`src/rtl/read_burst_buffer.sv`:
```
// -----------------------------------------------------------------------------
// read_burst_buffer
//
// Collects read-data beats from the PHY read path into complete bursts. Each
// completed burst is stored in a circular set of slots and is tagged with the
// read ID of the READ command that produced it. The ID comes from an in-order
// ID queue that the command side fills as READs are issued.
//
// The PHY read path cannot be back-pressured. If a burst starts while every
// slot is full, all of its beats are discarded. Its ID is still consumed so
// that later bursts keep the correct IDs.
//
// Ports
//   clk         single clock, all logic on its rising edge
//   rst         synchronous, active-high reset
//   inData      one beat from the PHY read path
//   inValid     beat valid
//   inLast      final beat of the burst, as flagged by the PHY
//   bufReady    at least one slot free; the PHY controller gates read-out on it
//   tagValid    push tagId into the ID queue
//   tagId       read ID, pushed in command order
//   tagReady    ID queue is not full
//   lineValid   a completed burst is available
//   lineData    completed burst, beat 0 in the least-significant bits
//   lineId      read ID of the burst on lineData
//   lineReady   consumer accepts the line
//   freeCount   number of free slots
//   errOverflow sticky: a burst arrived with no free slot
//   errFraming  sticky: inLast disagreed with the burst length
//   errNoTag    sticky: a burst ended while the ID queue was empty
// -----------------------------------------------------------------------------
module read_burst_buffer #(
    parameter int MEM_DATAWIDTH = 64,
    parameter int BURST_LENGTH  = 8,
    parameter int NUM_ENTRIES   = 4,
    parameter int ID_WIDTH      = 4,
    parameter int TAG_DEPTH     = 8
) (
    input  logic                                  clk,
    input  logic                                  rst,
    input  logic [MEM_DATAWIDTH-1:0]              inData,
    input  logic                                  inValid,
    input  logic                                  inLast,
    output logic                                  bufReady,
    input  logic                                  tagValid,
    input  logic [ID_WIDTH-1:0]                   tagId,
    output logic                                  tagReady,
    output logic                                  lineValid,
    output logic [MEM_DATAWIDTH*BURST_LENGTH-1:0] lineData,
    output logic [ID_WIDTH-1:0]                   lineId,
    input  logic                                  lineReady,
    output logic [$clog2(NUM_ENTRIES+1)-1:0]      freeCount,
    output logic                                  errOverflow,
    output logic                                  errFraming,
    output logic                                  errNoTag
);

    localparam int PTR_W  = (NUM_ENTRIES > 1) ? $clog2(NUM_ENTRIES) : 1;
    localparam int CNT_W  = $clog2(NUM_ENTRIES + 1);
    localparam int BEAT_W = (BURST_LENGTH > 1) ? $clog2(BURST_LENGTH) : 1;
    localparam int TPTR_W = (TAG_DEPTH > 1) ? $clog2(TAG_DEPTH) : 1;
    localparam int TCNT_W = $clog2(TAG_DEPTH + 1);

    localparam logic [CNT_W-1:0]  SLOTS_FULL = CNT_W'(NUM_ENTRIES);
    localparam logic [PTR_W-1:0]  LAST_SLOT  = PTR_W'(NUM_ENTRIES - 1);
    localparam logic [BEAT_W-1:0] LAST_BEAT  = BEAT_W'(BURST_LENGTH - 1);
    localparam logic [TPTR_W-1:0] LAST_TAG   = TPTR_W'(TAG_DEPTH - 1);
    localparam logic [TCNT_W-1:0] TAGS_FULL  = TCNT_W'(TAG_DEPTH);

    typedef enum logic [1:0] {
        IDLE,
        FILL,
        DROP
    } fillState_t;

    // Fill-side state.
    fillState_t                 state_q;
    logic [BEAT_W-1:0]          beatCnt_q;

    // Slot store.
    logic [BURST_LENGTH-1:0][MEM_DATAWIDTH-1:0] slotData_q [NUM_ENTRIES];
    logic [ID_WIDTH-1:0]                        slotId_q   [NUM_ENTRIES];
    logic [PTR_W-1:0]           wrPtr_q, wrPtr_d;
    logic [PTR_W-1:0]           rdPtr_q, rdPtr_d;
    logic [CNT_W-1:0]           count_q, count_d;

    // ID queue.
    logic [ID_WIDTH-1:0]        tagMem_q [TAG_DEPTH];
    logic [TPTR_W-1:0]          tagWrPtr_q, tagWrPtr_d;
    logic [TPTR_W-1:0]          tagRdPtr_q, tagRdPtr_d;
    logic [TCNT_W-1:0]          tagCount_q, tagCount_d;

    // Sticky error flags.
    logic                       errOverflow_q;
    logic                       errFraming_q;
    logic                       errNoTag_q;

    // Per-cycle control strobes.
    logic                       slotsFull;
    logic                       dropping;
    logic                       isEndBeat;
    logic                       burstDone;
    logic                       commit;
    logic                       frameErr;
    logic                       overflowHit;
    logic                       tagEmpty;
    logic                       tagPush;
    logic                       tagPop;
    logic                       linePop;
    logic [ID_WIDTH-1:0]        headId;

    // A burst is discarded from its first beat onward if it starts with every
    // slot occupied. The decision uses registered occupancy only, so a line
    // popped in the same cycle cannot rescue that beat. A burst ends on the
    // nominal last beat or on an early inLast, whichever comes first. Every
    // burst end consumes exactly one ID: commit, abort and drop alike.
    always_comb begin
        slotsFull   = (count_q == SLOTS_FULL);
        dropping    = (state_q == DROP) || ((state_q == IDLE) && slotsFull);
        isEndBeat   = (beatCnt_q == LAST_BEAT);
        burstDone   = inValid && (isEndBeat || inLast);
        commit      = inValid && isEndBeat && !dropping;
        frameErr    = inValid && (isEndBeat != inLast);
        overflowHit = inValid && (state_q == IDLE) && slotsFull;
        tagEmpty    = (tagCount_q == '0);
        headId      = tagEmpty ? '0 : tagMem_q[tagRdPtr_q];
        tagPush     = tagValid && tagReady;
        tagPop      = burstDone && !tagEmpty;
        linePop     = lineValid && lineReady;
    end

    // Next-state values for the slot and ID-queue pointers and counters.
    // Pointers wrap explicitly, so a depth that is not a power of two still
    // works.
    always_comb begin
        wrPtr_d = wrPtr_q;
        if (commit) begin
            wrPtr_d = (wrPtr_q == LAST_SLOT) ? '0 : wrPtr_q + 1'b1;
        end

        rdPtr_d = rdPtr_q;
        if (linePop) begin
            rdPtr_d = (rdPtr_q == LAST_SLOT) ? '0 : rdPtr_q + 1'b1;
        end

        count_d = count_q;
        case ({commit, linePop})
            2'b10:   count_d = count_q + 1'b1;
            2'b01:   count_d = count_q - 1'b1;
            default: count_d = count_q;
        endcase

        tagWrPtr_d = tagWrPtr_q;
        if (tagPush) begin
            tagWrPtr_d = (tagWrPtr_q == LAST_TAG) ? '0 : tagWrPtr_q + 1'b1;
        end

        tagRdPtr_d = tagRdPtr_q;
        if (tagPop) begin
            tagRdPtr_d = (tagRdPtr_q == LAST_TAG) ? '0 : tagRdPtr_q + 1'b1;
        end

        tagCount_d = tagCount_q;
        case ({tagPush, tagPop})
            2'b10:   tagCount_d = tagCount_q + 1'b1;
            2'b01:   tagCount_d = tagCount_q - 1'b1;
            default: tagCount_d = tagCount_q;
        endcase
    end

    // All state updates happen here: the fill FSM, the slot and ID storage,
    // and the sticky flags. Reset also clears the slot data, so lineData
    // reads as zero afterwards. Inputs are ignored during the reset cycle.
    always_ff @(posedge clk) begin
        if (rst) begin
            state_q       <= IDLE;
            beatCnt_q     <= '0;
            wrPtr_q       <= '0;
            rdPtr_q       <= '0;
            count_q       <= '0;
            tagWrPtr_q    <= '0;
            tagRdPtr_q    <= '0;
            tagCount_q    <= '0;
            errOverflow_q <= 1'b0;
            errFraming_q  <= 1'b0;
            errNoTag_q    <= 1'b0;
            for (int i = 0; i < NUM_ENTRIES; i++) begin
                slotData_q[i] <= '0;
                slotId_q[i]   <= '0;
            end
            for (int i = 0; i < TAG_DEPTH; i++) begin
                tagMem_q[i] <= '0;
            end
        end else begin
            wrPtr_q    <= wrPtr_d;
            rdPtr_q    <= rdPtr_d;
            count_q    <= count_d;
            tagWrPtr_q <= tagWrPtr_d;
            tagRdPtr_q <= tagRdPtr_d;
            tagCount_q <= tagCount_d;

            if (inValid && !dropping) begin
                slotData_q[wrPtr_q][beatCnt_q] <= inData;
            end
            if (commit) begin
                slotId_q[wrPtr_q] <= headId;
            end
            if (tagPush) begin
                tagMem_q[tagWrPtr_q] <= tagId;
            end

            if (overflowHit) begin
                errOverflow_q <= 1'b1;
            end
            if (frameErr) begin
                errFraming_q <= 1'b1;
            end
            if (burstDone && tagEmpty) begin
                errNoTag_q <= 1'b1;
            end

            // An aborted partial slot is never committed. The next burst
            // restarts at beat 0 in the same slot and overwrites the stale
            // beats.
            if (inValid) begin
                if (burstDone) begin
                    state_q   <= IDLE;
                    beatCnt_q <= '0;
                end else begin
                    state_q   <= dropping ? DROP : FILL;
                    beatCnt_q <= beatCnt_q + 1'b1;
                end
            end
        end
    end

    assign bufReady    = !slotsFull;
    assign freeCount   = SLOTS_FULL - count_q;
    assign tagReady    = (tagCount_q != TAGS_FULL);
    assign lineValid   = (count_q != '0);
    assign lineData    = slotData_q[rdPtr_q];
    assign lineId      = slotId_q[rdPtr_q];
    assign errOverflow = errOverflow_q;
    assign errFraming  = errFraming_q;
    assign errNoTag    = errNoTag_q;

endmodule
```
`config.mk`:
```
export PLATFORM = sky130hd
export DESIGN_NAME = read_burst_buffer
export DESIGN_NICKNAME = d
export VERILOG_FILES = /design/src/rtl/read_burst_buffer.sv
export SDC_FILE = /design/constraint.sdc
export NUM_CORES = 2
export LEC_CHECK = 0
export BUFFER_PORTS_ARGS = -buffer_cell sky130_fd_sc_hd__buf_2
export CAP_MARGIN = 25
export CORE_ASPECT_RATIO = 1.4
export CORE_MARGIN = 2
export CORE_UTILIZATION = 30
export DETAILED_ROUTE_END_ITERATION = 7
export SLEW_MARGIN = 20
export SYNTH_ARGS = -nofsm -noshare
export SYNTH_HDL_FRONTEND = slang
export SYNTH_SLANG_ARGS = --single-unit
```
`constraint.sdc`:
```
create_clock -name clk -period 9.2 [get_ports clk]
set_clock_uncertainty 0.15 [all_clocks]
set_input_delay 1.84 -clock clk [delete_from_list [all_inputs] [get_ports clk]]
set_output_delay 1.84 -clock clk [all_outputs]
set_load 0.05 [all_outputs]
```
After elaboration in Yosys (flattened, before gate mapping)
Memories as Yosys holds them, arrays and structs flattened. A register that Yosys moved wholly into a read port is not among the register bits.
Cells that the tools add are included.

word-level totals
  register bits = 25
  RAM bits = 2096
  bits of input ports = 74
  output and inout port bits = 525
  word-level logic and storage cells = 103
  memories = 3

memory list
  name        words  bits a word  rd ports  clocked after memory_dff  write ports  RTL line  RTL
  slotData_q  4      512          1         1                         4            81        logic [BURST_LENGTH-1:0][MEM_DATAWIDTH-1:0] slotData_q [NUM_ENTRIES];
  tagMem_q    8      4            1         1                         8            88        logic [ID_WIDTH-1:0] tagMem_q [TAG_DEPTH];
  slotId_q    4      4            1         1                         4            82        logic [ID_WIDTH-1:0] slotId_q [NUM_ENTRIES];

operators by class
  add/sub/neg operators = 10
  magnitude comparators = 2
  equality and inequality tests = 13
  muxes and demuxes = 38
  reduce and logical (&&, ||, !) cells = 26

operator list
  cell                 count
  $mux 512             3
  $reduce_or 512->1    1
  $demux 64 s3         1
  $mux 64              1
  $mux 2               10
  $mux 3               6
  $logic_and 1x1->1    13
  $add 3x1->3 const B  4
  $eq 3x3->1 const B   4
  $mux 1               12
  $mux 4               3
  $eq 2x2->1 const B   5
  $pmux 4 s2           1
  $reduce_or 4->1      2
  $pmux 3 s2           1
  $add 2x1->2 const B  2
  $add 4x1->4 const B  1
  $eq 2x1->1 const B   2
  $logic_not 4->1      1
  $lt 3x4->1 const B   1
  $ne 4x4->1 const B   1
  $reduce_bool 2->1    2
  $sub 4x1->4 const B  1
  $ge 3x1->1 const B   1
  other kinds (7)      10

Longest topological paths before layout
  depth in word-level cells = 10
  mapped depth = 13

Worst setup path after synthesis
OpenSTA, ideal clock, no wires.

  path type = in2reg
  start point = in inValid
  end point = mem slotData_q[3][256] in the netlist's numbering, enable pin
  library setup time = 0.581 ns
  data arrival time = 7.415 ns
  setup slack = 1.054 ns
  stages on the path = 5
  buffers on the path = 2
  cell sequence = clkbuf_1 nor2b_1 buf_2 nand4_1 o31ai_1

RTL lines
  what                RTL line  RTL
  start: declaration  42        input logic inValid,
  end: declaration    81

==> key figures <==
Timing
  – Achievable frequency: 167.9 MHz
  – Setup tns final: 0 ps
  – Final WS setup: 3245 ps
  – Final worst-path cycle share: 64.73%
  – Final Hold Viols: 0
  – Tmin final: 5955 ps
  – Max Slew Vio Count: 0
  – RSZ-0062 raised after global routing: no
  – Slew HR: 7.627%
  – Slew @ Worst Pin: 1386 ps
  – # setup viols final: 0

Yosys
  – Post-synth EDFFs: 2096
  – Ys async rst share: 0%
  – YS warnings: 0
  – Synthesized instance count: 5107
  – Post-Syn Area: 0.08587 mm^2
  – Ys flop type: edfxtp_1
  – Syn Nets: 5199
  – Mean Syn Cell Area: 16.81 um^2
  – Register area share after synthesis: 73.99%
  – Yosys reg bits: 2126
  – Post-synth cell types: 44

Routing
  – Router iterations before antenna repair: 5
  – DR top layer: met5
  – Via density: 5.184
  – Routed met2 length: 157.4 mm
  – DR WL/cell: 31.82 um
  – Vias: 49768
  – DRC Markers: 0
  – M1 WL: 105.9 mm
  – Routed WL: 305.5 mm
  – Antenna Nets Post-Route: 0
  – DR WL met3: 25.86 mm
  – Initial DRC count: 6082

Placement
  – GPL Wtd Cong: 0.8010
  – Setup WS pre-CTS: 3188 ps
  – PortBufs: 598
  – HPWL Detailed: 201.3 mm

Finish
  – Most common cell after layout, fill and taps aside: edfxtp_1
  – Most frequent cells in the layout: edfxtp_1, nor2_1, buf_2, mux4_2, nand2_1
  – Area grow syn2layout: 16.57%
  – Final net count: 5761
  – Layout fillers: 27138
  – Layout cell share with drive strength beyond 1: 26.79%
  – Final core utilization: 35.12%

Global routing
  – GR Overflow Total: 0
  – First-pass GRT wire length: 413.9 mm
  – Tot GR Track Use: 20.57%
  – Initial antenna violation count: 64
  – Largest net degree at the start of global routing: 150
  – Vias in the first global route: 49604

Clock tree
  – CTS Root Cell: clkbuf_16
  – CTS resizes: 0
  – H-tree levels: 4
  – CTS tree: done
  – Total CTS buffers: 210
  – Hold buffers post-CTS: 0
  – Clock Latency Late Sink: 880 ps
  – Clock sink total: 2126
  – CTS clk-pin slew, worst paths: 60 ps
  – Setup bufs post-CTS: 0
  – Clk buf depth: 3

Critical path
  – Reg2reg end: slotData_q[0][9]
  – Reg2Reg Launch Point: count_q[0]
  – Critical path class: reg -> out
  – Req. time, crit path: 7210 ps
  – Critical Path Start Type: flop
  – Setup crit end kind: output port
  – Worst reg-to-reg path cell count: 10
  – Setup slack on the worst flop-to-flop path: 4570 ps
  – Critical path fanouts, max: 37
  – WP data arrival: 3970 ps

Die
  – Core ar.: 0.2851 mm^2
  – Die area: 0.2906 mm^2
  – I/O pins: 599
  – Std cell rows: 232
  – Die width: 456.2 um
  – Starting Density: 30.13%
  – Vert. Die Dim: 637.0 um

Power
  – PwrDens: 212.3 mW/mm^2
  – Peak VDD IR: 0.1988 mV
  – LEAKAGE: 32.95 nW

Worst hold path
  – Hold endpoint: errNoTag
  – Worst Hold Class: reg -> reg
  – Hold Crit Depth: 1
  – Hold_sp: errNoTag

Run
  – Max-cap violations: 0

Status
  – Status: complete, no violations
cells in the mapped netlist, drive strengths merged (2+ instances only):
cell / instances / share of area (%)
nand3b: 7 / 0.066
fa: 2 / 0.047
buf: 234 / 1.7
nor3b: 5 / 0.057
nand3: 15 / 0.12
inv: 14 / 0.061
a31o: 2 / 0.020
edfxtp: 2096 / 73
dfxtp: 30 / 0.70
or3: 4 / 0.029
or4b: 3 / 0.044
clkbuf: 106 / 0.46
nor2: 1604 / 7.0
or4: 2 / 0.017
and3b: 2 / 0.020
nand2b: 7 / 0.051
nand2: 279 / 1.2
mux4: 524 / 14
nor2b: 5 / 0.036
nor3: 7 / 0.041
o31ai: 2 / 0.017
nand4: 4 / 0.036
and2: 65 / 0.47
xor2: 4 / 0.041
a21o: 3 / 0.026
a21oi: 17 / 0.099
ha: 16 / 0.23
o21ai: 29 / 0.17
nand4b: 3 / 0.031
mux2i: 10 / 0.12
sequential cells by signal (all words and copies together), names as in the netlist, named ones only:
name         cells
errOverflow      1
state_q          2
slotId_q        16
errNoTag         1
tagWrPtr_q       3
wrPtr_q          2
slotData_q    2048
tagCount_q       4
rdPtr_q          2
tagRdPtr_q       3
count_q          3
beatCnt_q        3
tagMem_q        32
errFraming       1
metrics by stage:
stage | hold WS (ps) | power, W | std cells | instance area [um^2]
6_report | 322.2 | 0.02126 | 9601 | 100100
5_1_grt | 335.2 | 0.02178 | 9587 | 100100
4_1_cts | 323.4 | 0.02139 | 9581 | 100000
3_5_place_dp | 298.4 | 0.01275 | 9199 | 93070
3_3_place_gp | 304.0 | 0.01271 | 9194 | 92930
2_1_floorplan | 306.0 | 0.01211 | 5107 | 85870
power breakdown:
group          total, W  switching [W]  internal (W)
Combinational   0.00137        0.00111      0.000262
Sequential       0.0111       0.000113        0.0110
Clock           0.00874        0.00378       0.00497
Total            0.0213        0.00500        0.0163
worst max-delay path, cell delays in order (launching register included):
cell	delay [ps]
dfxtp_4	790
buf_4	530
buf_4	710
mux4_2	710
buf_2	260
how the worst max path moves through the flow:
| stage | end | cells past startpoint |
|---|---|---|
| 2_1_floorplan | slotData_q[3][256] | 5 |
| 3_3_place_gp | slotData_q[1][155] | 5 |
| 3_5_place_dp | slotData_q[2][155] | 5 |
| 4_1_cts | lineData[246] | 4 |
| 5_1_grt | lineData[246] | 4 |
| 6_report | lineData[246] | 4 |
kinds of logic (layout without fill, tap and decap cells):
family                   after synthesis  count (layout)  share of synthesized area, %
adder cells (fa/ha/maj)               18              18                        0.2798
XOR/XNOR                               4               4                       0.04079
buffers and inverters                354            1086                         2.183
AO/OA/AOI/OAI                         56              56                        0.3643
multiplexers                         534             534                         13.86
other                                  0              18                             0
AND/OR/NAND/NOR                     2015            2015                         9.278
flip-flops                          2126            2126                         73.99
routing by layer:
metal | global-route usage [%] | vias to the layer above
li1 | - | 20279
met1 | 24.12 | 26353
met2 | 36.19 | 2654
met3 | 4.048 | 454
met4 | 9.565 | 28
met5 | 0 | -
area by class of cell:
| type | instances | area (um^2) | area share, % |
|---|---|---|---|
| Sequential cell | 2126 | 63550 | 63.48 |
| Multi-Input combinational cell | 2627 | 20830 | 20.81 |
| Clock buffer | 247 | 5394 | 5.388 |
| Tap cell | 3744 | 4684 | 4.680 |
| Timing Repair Buffer | 690 | 3986 | 3.982 |
| Clock inverter | 135 | 1559 | 1.557 |
| Inverter | 14 | 52.55 | 0.05250 |
| Antenna cell | 18 | 45.04 | 0.04500 |
Note: power is estimated with default switching activity, not from simulation.
